### src/rtl/thermal_bit_decoder.sv
// Thermal covert-channel bit decoder: calibrates a baseline from
// ring-oscillator counts, hunts a preamble, then receives one byte.
//
// Ports:
//   clk, reset    clock, synchronous active-high reset
//   sample        20-bit per-window oscillator count
//   sample_valid  one-cycle strobe qualifying sample
//   byte_out      decoded data byte
//   byte_valid    byte_out valid; held until accepted
//   byte_ready    consumer accept
//   leds          last accepted byte
//   state         0=CALIB 1=HUNT 2=RECV 3=HOLD
//   err_count     saturating count of aborts and dropped samples
module thermal_bit_decoder #(
  parameter int          CAL_SAMPLES = 4,
  parameter logic [19:0] MARGIN      = 20'd64,
  parameter logic [7:0]  PREAMBLE    = 8'hA5
) (
  input  logic        clk,
  input  logic        reset,
  input  logic [19:0] sample,
  input  logic        sample_valid,
  output logic [7:0]  byte_out,
  output logic        byte_valid,
  input  logic        byte_ready,
  output logic [7:0]  leds,
  output logic [1:0]  state,
  output logic [7:0]  err_count
);

  localparam logic [1:0] CALIB = 2'd0;
  localparam logic [1:0] HUNT  = 2'd1;
  localparam logic [1:0] RECV  = 2'd2;
  localparam logic [1:0] HOLD  = 2'd3;

  localparam int CW = $clog2(CAL_SAMPLES);

  logic [23:0]   acc;
  logic [23:0]   acc_n;
  logic [CW-1:0] cal_cnt;
  logic          cal_last;
  logic [19:0]   baseline;
  logic [7:0]    sr;
  logic [7:0]    sr_n;
  logic [3:0]    cnt;
  logic [3:0]    cnt_sat;
  logic [20:0]   hi;
  logic [20:0]   lo;
  logic [20:0]   s21;
  logic          is_one;
  logic          is_zero;
  logic          dead;
  logic          hs;
  logic          err_inc;

  // Thresholds at 21 bits so hi never wraps and lo clamps at zero
  always_comb begin
    hi = {1'b0, baseline} + {1'b0, MARGIN};
    lo = '0;
    if (baseline >= MARGIN)
      lo = {1'b0, baseline - MARGIN};
  end

  always_comb begin
    s21      = {1'b0, sample};
    is_one   = s21 >= hi;
    is_zero  = !is_one && (s21 <= lo);
    dead     = !is_one && !is_zero;
    sr_n     = {sr[6:0], is_one};
    cnt_sat  = (cnt >= 4'd8) ? 4'd8 : cnt + 4'd1;
    acc_n    = acc + 24'(sample);
    cal_last = cal_cnt == CW'(CAL_SAMPLES - 1);
    hs       = byte_valid && byte_ready;
  end

  // One increment per cycle at most, even if several causes coincide
  always_comb begin
    err_inc = 1'b0;
    if (sample_valid) begin
      if (state == RECV && dead)
        err_inc = 1'b1;
      if (state == HOLD && !hs)
        err_inc = 1'b1;
    end
  end

  always_ff @(posedge clk) begin
    if (reset) begin
      state      <= CALIB;
      acc        <= '0;
      cal_cnt    <= '0;
      baseline   <= '0;
      sr         <= '0;
      cnt        <= '0;
      byte_out   <= '0;
      byte_valid <= 1'b0;
      leds       <= '0;
      err_count  <= '0;
    end else begin
      if (err_inc && err_count != 8'hFF)
        err_count <= err_count + 8'd1;
      unique case (state)
        CALIB: begin
          if (sample_valid) begin
            if (cal_last) begin
              baseline <= 20'(acc_n >> CW);
              acc      <= '0;
              cal_cnt  <= '0;
              state    <= HUNT;
            end else begin
              acc     <= acc_n;
              cal_cnt <= cal_cnt + 1'b1;
            end
          end
        end
        HUNT: begin
          if (sample_valid) begin
            if (dead) begin
              sr  <= '0;
              cnt <= '0;
            end else if (cnt_sat == 4'd8 && sr_n == PREAMBLE) begin
              sr    <= '0;
              cnt   <= '0;
              state <= RECV;
            end else begin
              sr  <= sr_n;
              cnt <= cnt_sat;
            end
          end
        end
        RECV: begin
          if (sample_valid) begin
            if (dead) begin
              sr    <= '0;
              cnt   <= '0;
              state <= HUNT;
            end else if (cnt == 4'd7) begin
              byte_out   <= sr_n;
              byte_valid <= 1'b1;
              sr         <= '0;
              cnt        <= '0;
              state      <= HOLD;
            end else begin
              sr  <= sr_n;
              cnt <= cnt + 4'd1;
            end
          end
        end
        HOLD: begin
          if (hs) begin
            byte_valid <= 1'b0;
            leds       <= byte_out;
            sr         <= '0;
            cnt        <= '0;
            state      <= HUNT;
          end
        end
        default: state <= CALIB;
      endcase
    end
  end

endmodule

### config.mk
export PLATFORM = sky130hd
export DESIGN_NAME = thermal_bit_decoder
export DESIGN_NICKNAME = d
export VERILOG_FILES = /design/src/rtl/thermal_bit_decoder.sv
export SDC_FILE = /design/constraint.sdc
export NUM_CORES = 1
export LEC_CHECK = 0
export CAP_MARGIN = 15
export CELL_PAD_IN_SITES_DETAIL_PLACEMENT = 1
export CELL_PAD_IN_SITES_GLOBAL_PLACEMENT = 1
export CORE_ASPECT_RATIO = 0.6
export CORE_MARGIN = 3
export CORE_UTILIZATION = 48
export DETAILED_ROUTE_END_ITERATION = 10
export GPL_TIMING_DRIVEN = 0
export PLACE_DENSITY_LB_ADDON = 0.1
export SYNTH_ARGS = -nofsm -noshare
export SYNTH_HDL_FRONTEND = slang
export SYNTH_SLANG_ARGS = --single-unit
### constraint.sdc
create_clock -name clk -period 5.4 [get_ports clk]
set_input_delay 1.08 -clock clk [delete_from_list [all_inputs] [get_ports clk]]
set_output_delay 1.08 -clock clk [all_outputs]
set_load 0.02 [all_outputs]
Yosys cells after proc, flatten, opt, wreduce, memory -nomap -nowiden
Index checks and enable logic that the tools add are counted.
{ "totals": {"reg_bits": 84, "inputBits": 24, "output_inout_bits": 27, "wordCells": 97} }
{ "op_classes": {"addsub": 6, "magnitude_cmp": 4, "n_eq_ne": 18, "n_mux": 38, "bitwise_logic": 1, "n_reduce_logical": 20} }
{ "ops": {"columns": ["op", "count"], "rows": [
  ["$mux W7", 7],
  ["$mux W4", 8],
  ["$add A24 B20 Y24", 1],
  ["$mux W24", 1],
  ["$add A20 B7 Y21 const B", 1],
  ["$ge A20 B21 Y1", 1],
  ["$le A20 B21 Y1", 1],
  ["$pmux W7 S3", 1],
  ["$ge A20 B7 Y1 const B", 1],
  ["$mux W2", 10],
  ["$mux W20", 1],
  ["$sub A20 B7 Y20 const B", 1],
  ["$ne A2 B2 Y1 const B", 8],
  ["$pmux W4 S3", 1],
  ["$add A8 B1 Y8 const B", 1],
  ["$eq A8 B8 Y1 const B", 1],
  ["$ne A8 B8 Y1 const B", 1],
  ["$pmux W2 S4", 1],
  ["$reduce_and A4 Y1", 2],
  ["$reduce_and A8 Y1", 1],
  ["$logic_and A1 B1 Y1", 7],
  ["$mux W1", 7],
  ["$eq A2 B2 Y1 const B", 3],
  ["$reduce_and A5 Y1", 1],
  ["other kinds (16)", 19]
]} }

Logic depth before layout (Yosys ltp)
Gate-level depths: netlist of run 1.
{ "logic_depth": {"ltp_word": 11, "depth_mapped": 20, "mapped_depth_nobuf": 17} }

Worst setup path before layout of run 1
OpenSTA, ideal clock, no wires.
{ "synth_timing": {"kind": "register to register", "startpoint": "reg baseline[11]", "endpoint": "reg err_count[7]", "setup_ns": 0.123, "t_arrival_ns": 3.500, "required_time_ns": 5.277, "path_slack_ns": 1.777, "stages_incl_launch_ff": 17, "path_buffers": 2, "period_less_slack_ns": 3.623, "cell_sequence": "dfxtp_1 > clkbuf_1 > nor4_1 > nand2b_1 > nor2_1 > nor3_1 > nand3b_1 > clkbuf_1 > nand2_1 > ha_1 > nand3_1 > nor4_1 > o21ai_0 > a31oi_1 > o211ai_2 > a2111oi_2 > mux2_1"} }
{ "synth_between": {"elab_chain_cells": 11, "elab_cells_between_ends": 15, "classes_between": "add/sub (2); order compare (3); mux (4); reduce/logical (6)"} }
{ "synth_lines": {"columns": ["element", "line", "rtl"], "rows": [
  ["start: declaration", "42", "logic [19:0] baseline;"],
  ["start signal: assignment", "106", "baseline <= 20'(acc_n >> CW);"],
  ["$sub A20 B7 Y20 (tied with other cells)", "61", "lo = {1'b0, baseline - MARGIN};"],
  ["$mux W20 / $ge A20 B21 Y1 (equally long branches)", "60, 66", null],
  ["$le A20 B21 Y1 / $logic_not A1 Y1 (equally long branches)", "67, 68", null],
  ["$logic_and A1 B1 Y1", "67", "is_zero = !is_one && (s21 <= lo);"],
  ["$logic_not A1 Y1", "68", "dead = !is_one && !is_zero;"],
  ["$logic_and A1 B1 Y1 (*)", "68", null],
  ["$logic_and A1 B1 Y1 (*)", "80", "if (state == RECV && dead)"],
  ["$mux W1 (*)", "80", null],
  ["$mux W1 (*)", "82", "if (state == HOLD && !hs)"],
  ["$mux W1 (*)", "79", "if (sample_valid) begin"],
  ["$logic_and A1 B1 Y1 (*)", "100", "if (err_inc && err_count != 8'hFF)"],
  ["end signal: assignment", "101", "err_count <= err_count + 8'd1;"],
  ["end: declaration", "28", "output logic [7:0] err_count"]
]} }
Every way passes the cells marked *; elsewhere a longest branch is shown, timed or not.
A chain may end at the register's enable or synchronous reset.

Worst setup path after layout of run 1
{ "layout_timing": {"startpoint": "reg baseline[6]", "endpoint": "reg err_count[7]"} }
The elaborated chain is that of the path after synthesis.

==> flow_metrics.tcl, run 1 <==
set metrics [dict create \
    clkTransAtPathRegs_ps 70 \
    yosys.area.top_type "dfxtp_1" \
    grt_max_degree 17 \
    p_sw_w 0.000783 \
    area_delta_synth_final_pct 16.8 \
    combinationalPowerShare_pct 36.6 \
    wire_per_inst_um 20.4 \
    powerDensity_nw_per_um2 299 \
    avgSynthCellArea_um2 8.22 \
    yosys_most_used_dff "dfxtp_1" \
    worstSetupStartpointType "flop" \
    ys_ff_latch 82 \
    fin_crit_ps 5120 \
    critPathLaunch "baseline[6]$_SDFFE_PP0P_" \
    htree_levels 3 \
    design.core.area_um2 11600 \
    cts_tree "built" \
    rsz0062_at_grt "false" \
    final_core_util_pct 59.1 \
    cap_violations 0 \
    synthArstFlopShare_pct 0 \
    grt_usage_pct 28.4 \
    placementRows 30 \
    first_global_vias 5979 \
    synth_edf_count 0 \
    grt_pass1_wl_um 31000 \
    timing.final.crit_share_pct 94.8 \
    fp.dieW_um 149 \
    drive_gt1_share_pct 5.51 \
    place.port_buffers 50 \
    yosys.cell_types.count 72 \
    ys_warn_count 0 \
    clkPwrFrac_pct 29.5 \
    intPower_w 0.00126 \
    hold_slack_ps 483 \
    max_slew.worst_pin.slew_ps 754 \
    critPathMaxFanout 10 \
    overflow 0 \
    clkLatencyLatePin_ps 340 \
    fin_setup_tns_ps 0 \
    rr_endpoint "err_count[7]$_SDFFE_PP0P_" \
    start_util_pct 50.6 \
    fmax_ghz 0.195 \
    syn-instance-count 714 \
    p_sw_share_pct 38.3 \
    viasPerCell 6.09 \
    drt_iter0_markers 364 \
    gp_congestion 0.917 \
    fp.dieArea_um2 13600 \
    vias 5728 \
    placed_cells 924 \
    crit_type "flop to flop" \
    r2r_cells 17 \
    worst_slack_ps 281 \
    routed_wl_um 19200 \
    fp.dieH_um 91.7 \
    drt_first_pass_iters 4 \
    slew_violations 0 \
    ant_nets 0 \
    sequentialPowerShare_pct 33.8 \
    grt_antenna_before_repair 0 \
    synthesis.area_um2 5870 \
    arrival_ps 5350 \
    finalHoldViolCount 0 \
    root_buffer "clkbuf_16" \
    crit_path_end_kind "flop" \
    dp_hpwl_um 15200 \
    r2r-start "baseline[6]$_SDFFE_PP0P_" \
    r2r_slack_ps 280 \
    leakagePower_nw 2.84 \
    nets 872 \
    fill_cells 1412 \
    hold_path.class "flop to flop" \
    min_from "acc[14]$_SDFFE_PP0P_" \
    synthesis.nets 811 \
    numClockSinks 82 \
    fin_skew_ps 8.81 \
    insertedDiodeCount 0 \
    setup_violations 0 \
    final_cells 940 \
    cts_buffer_depth 2 \
    postCtsHoldBufs 0 \
    synth.area.top_cells "dfxtp_1 28%, ha_1 15%, nand2_1 5.6%, nor2_1 4.6%, a21oi_1 3.9%" \
    seq_area_frac_synth_pct 28.0 \
    status "finished clean" \
    io_pins 51 \
    drc_errors 0 \
    synth_top_area_share_pct 28.0 \
    pre_cts_slack_ps 355 \
    slew_headroom_pct 49.2 \
    peakVddDrop_uv 159 \
    cts-buffers-inserted 9 \
    required_ps 5630 \
    endpoint "err_count[7]$_SDFFE_PP0P_" \
]
## Yosys cell counts, types with 6 or more instances
library cell / number
dfxtp_1: 82
inv_1: 23
a22o_1: 7
a22oi_1: 14
a211oi_1: 8
nor3_1: 11
xnor2_1: 19
nand2_1: 88
xor2_1: 22
a21oi_1: 46
nand4_1: 14
and3_1: 12
o21ai_0: 22
a21o_1: 19
nand3_1: 28
nor2b_1: 8
ha_1: 72
nand2b_1: 6
mux2i_1: 18
clkbuf_1: 22
nor2_1: 72
## through the flow
step / instance area [um2] / power (W)
after floorplan: 5870 / 0.00121
after global placement: 6570 / 0.00138
after detailed placement: 6570 / 0.00143
after CTS: 6850 / 0.00204
after global routing: 6860 / 0.00216
final: 6860 / 0.00205
## layout make-up
class	instances	area, um2	area share (%)
clock inverter	7	58.8	0.858
inverter	23	86.3	1.26
tap	160	200	2.92
clock buffer	9	225	3.29
multi-input combinational	576	3970	58.0
buffer	33	169	2.46
timing repair buffer	50	500	7.30
sequential	82	1640	23.9
## per-layer routing
metal,routed length (um),up-vias,track usage [%]
met5,0,-,0
met4,230,0,6.25
met3,1180,24,6.22
met2,8300,156,43.8
met1,9510,2855,40.8
li1,-,2693,-
## logic make-up after synthesis
family / synth area share [%]
simple gates: 22.1
compound gates: 20.0
flops: 28.0
fa+ha+maj: 15.7
buf+inv: 4.33
xor+xnor: 6.12
mux: 3.84
## how the worst min path moves through the flow
stage,endpoint,cells past startpoint
final,acc[14]$_SDFFE_PP0P_,2
after global routing,baseline[5]$_SDFFE_PP0P_,2
after CTS,baseline[5]$_SDFFE_PP0P_,2
after detailed placement,baseline[5]$_SDFFE_PP0P_,2
after global placement,cal_cnt[1]$_SDFFE_PP0P_,2
after floorplan,acc[14]$_SDFFE_PP0P_,2
## layout by cell type, fill, tap and decap left out, types with 5 or more instances in the layout
| cell type | count |
|---|---|
| inv_1 | 23 |
| nor4_1 | 5 |
| buf_2 | 5 |
| nand2b_1 | 6 |
| clkbuf_1 | 21 |
| nand4_1 | 14 |
| a21o_1 | 19 |
| o21ai_0 | 22 |
| a31oi_1 | 5 |
| nor2b_1 | 8 |
| mux2i_1 | 18 |
| xor2_1 | 22 |
| dfxtp_1 | 82 |
| o211ai_1 | 5 |
| clkbuf_16 | 9 |
| a22o_1 | 7 |
| ha_1 | 72 |
| nor2_1 | 72 |
| o21a_1 | 5 |
| and3_1 | 12 |
| nand2_1 | 88 |
| a21oi_1 | 46 |
| a22oi_1 | 14 |
| nor3_1 | 11 |
| xnor2_1 | 19 |
| clkdlybuf4s50_1 | 50 |
| and2_1 | 5 |
| a211oi_1 | 8 |
| nand3_1 | 28 |
## critical path: stages (launching register included)
cell	delay, ps
dfxtp_1	550
inv_1	120
ha_1	300
nand2_1	110
or2_2	100
clkbuf_1	230
nor3_1	90
nand3b_1	120
clkbuf_1	330
nand2_1	120
ha_1	330
nand3_1	210
nor4_1	630
o21ai_0	180
a31oi_1	410
o211ai_2	270
a2111oi_2	520
mux2_1	360
## flip-flops by register name (all words and copies together), names as in the netlist, 4 cells and up
register,flops
baseline,20
acc,22
byte_out,8
cnt,4
err_count,8
leds,8
sr,7
## what timing repair did
item / CTS / global route
endpoints found under the setup margin: 0 / 17
resized for setup: 0 / 2
setup buffers: 0 / 0
## power groups by stage
stage / clock network, W / registers (W) / logic [W]
floorplan: 0 / 0.000697 / 0.000518
global placement: 0 / 0.000700 / 0.000677
detailed placement: 0 / 0.000704 / 0.000727
CTS: 0.000608 / 0.000691 / 0.000737
global route: 0.000635 / 0.000698 / 0.000828
finish: 0.000604 / 0.000693 / 0.000750
(Power assumes the default switching activity.)
==> run 2, diff against run 1 <==
Settings changed: SKIP_CTS_REPAIR_TIMING set to 1.
==> results of run 2 <==
Same layout as run 1: the final DEF is identical, and so are final timing and power.
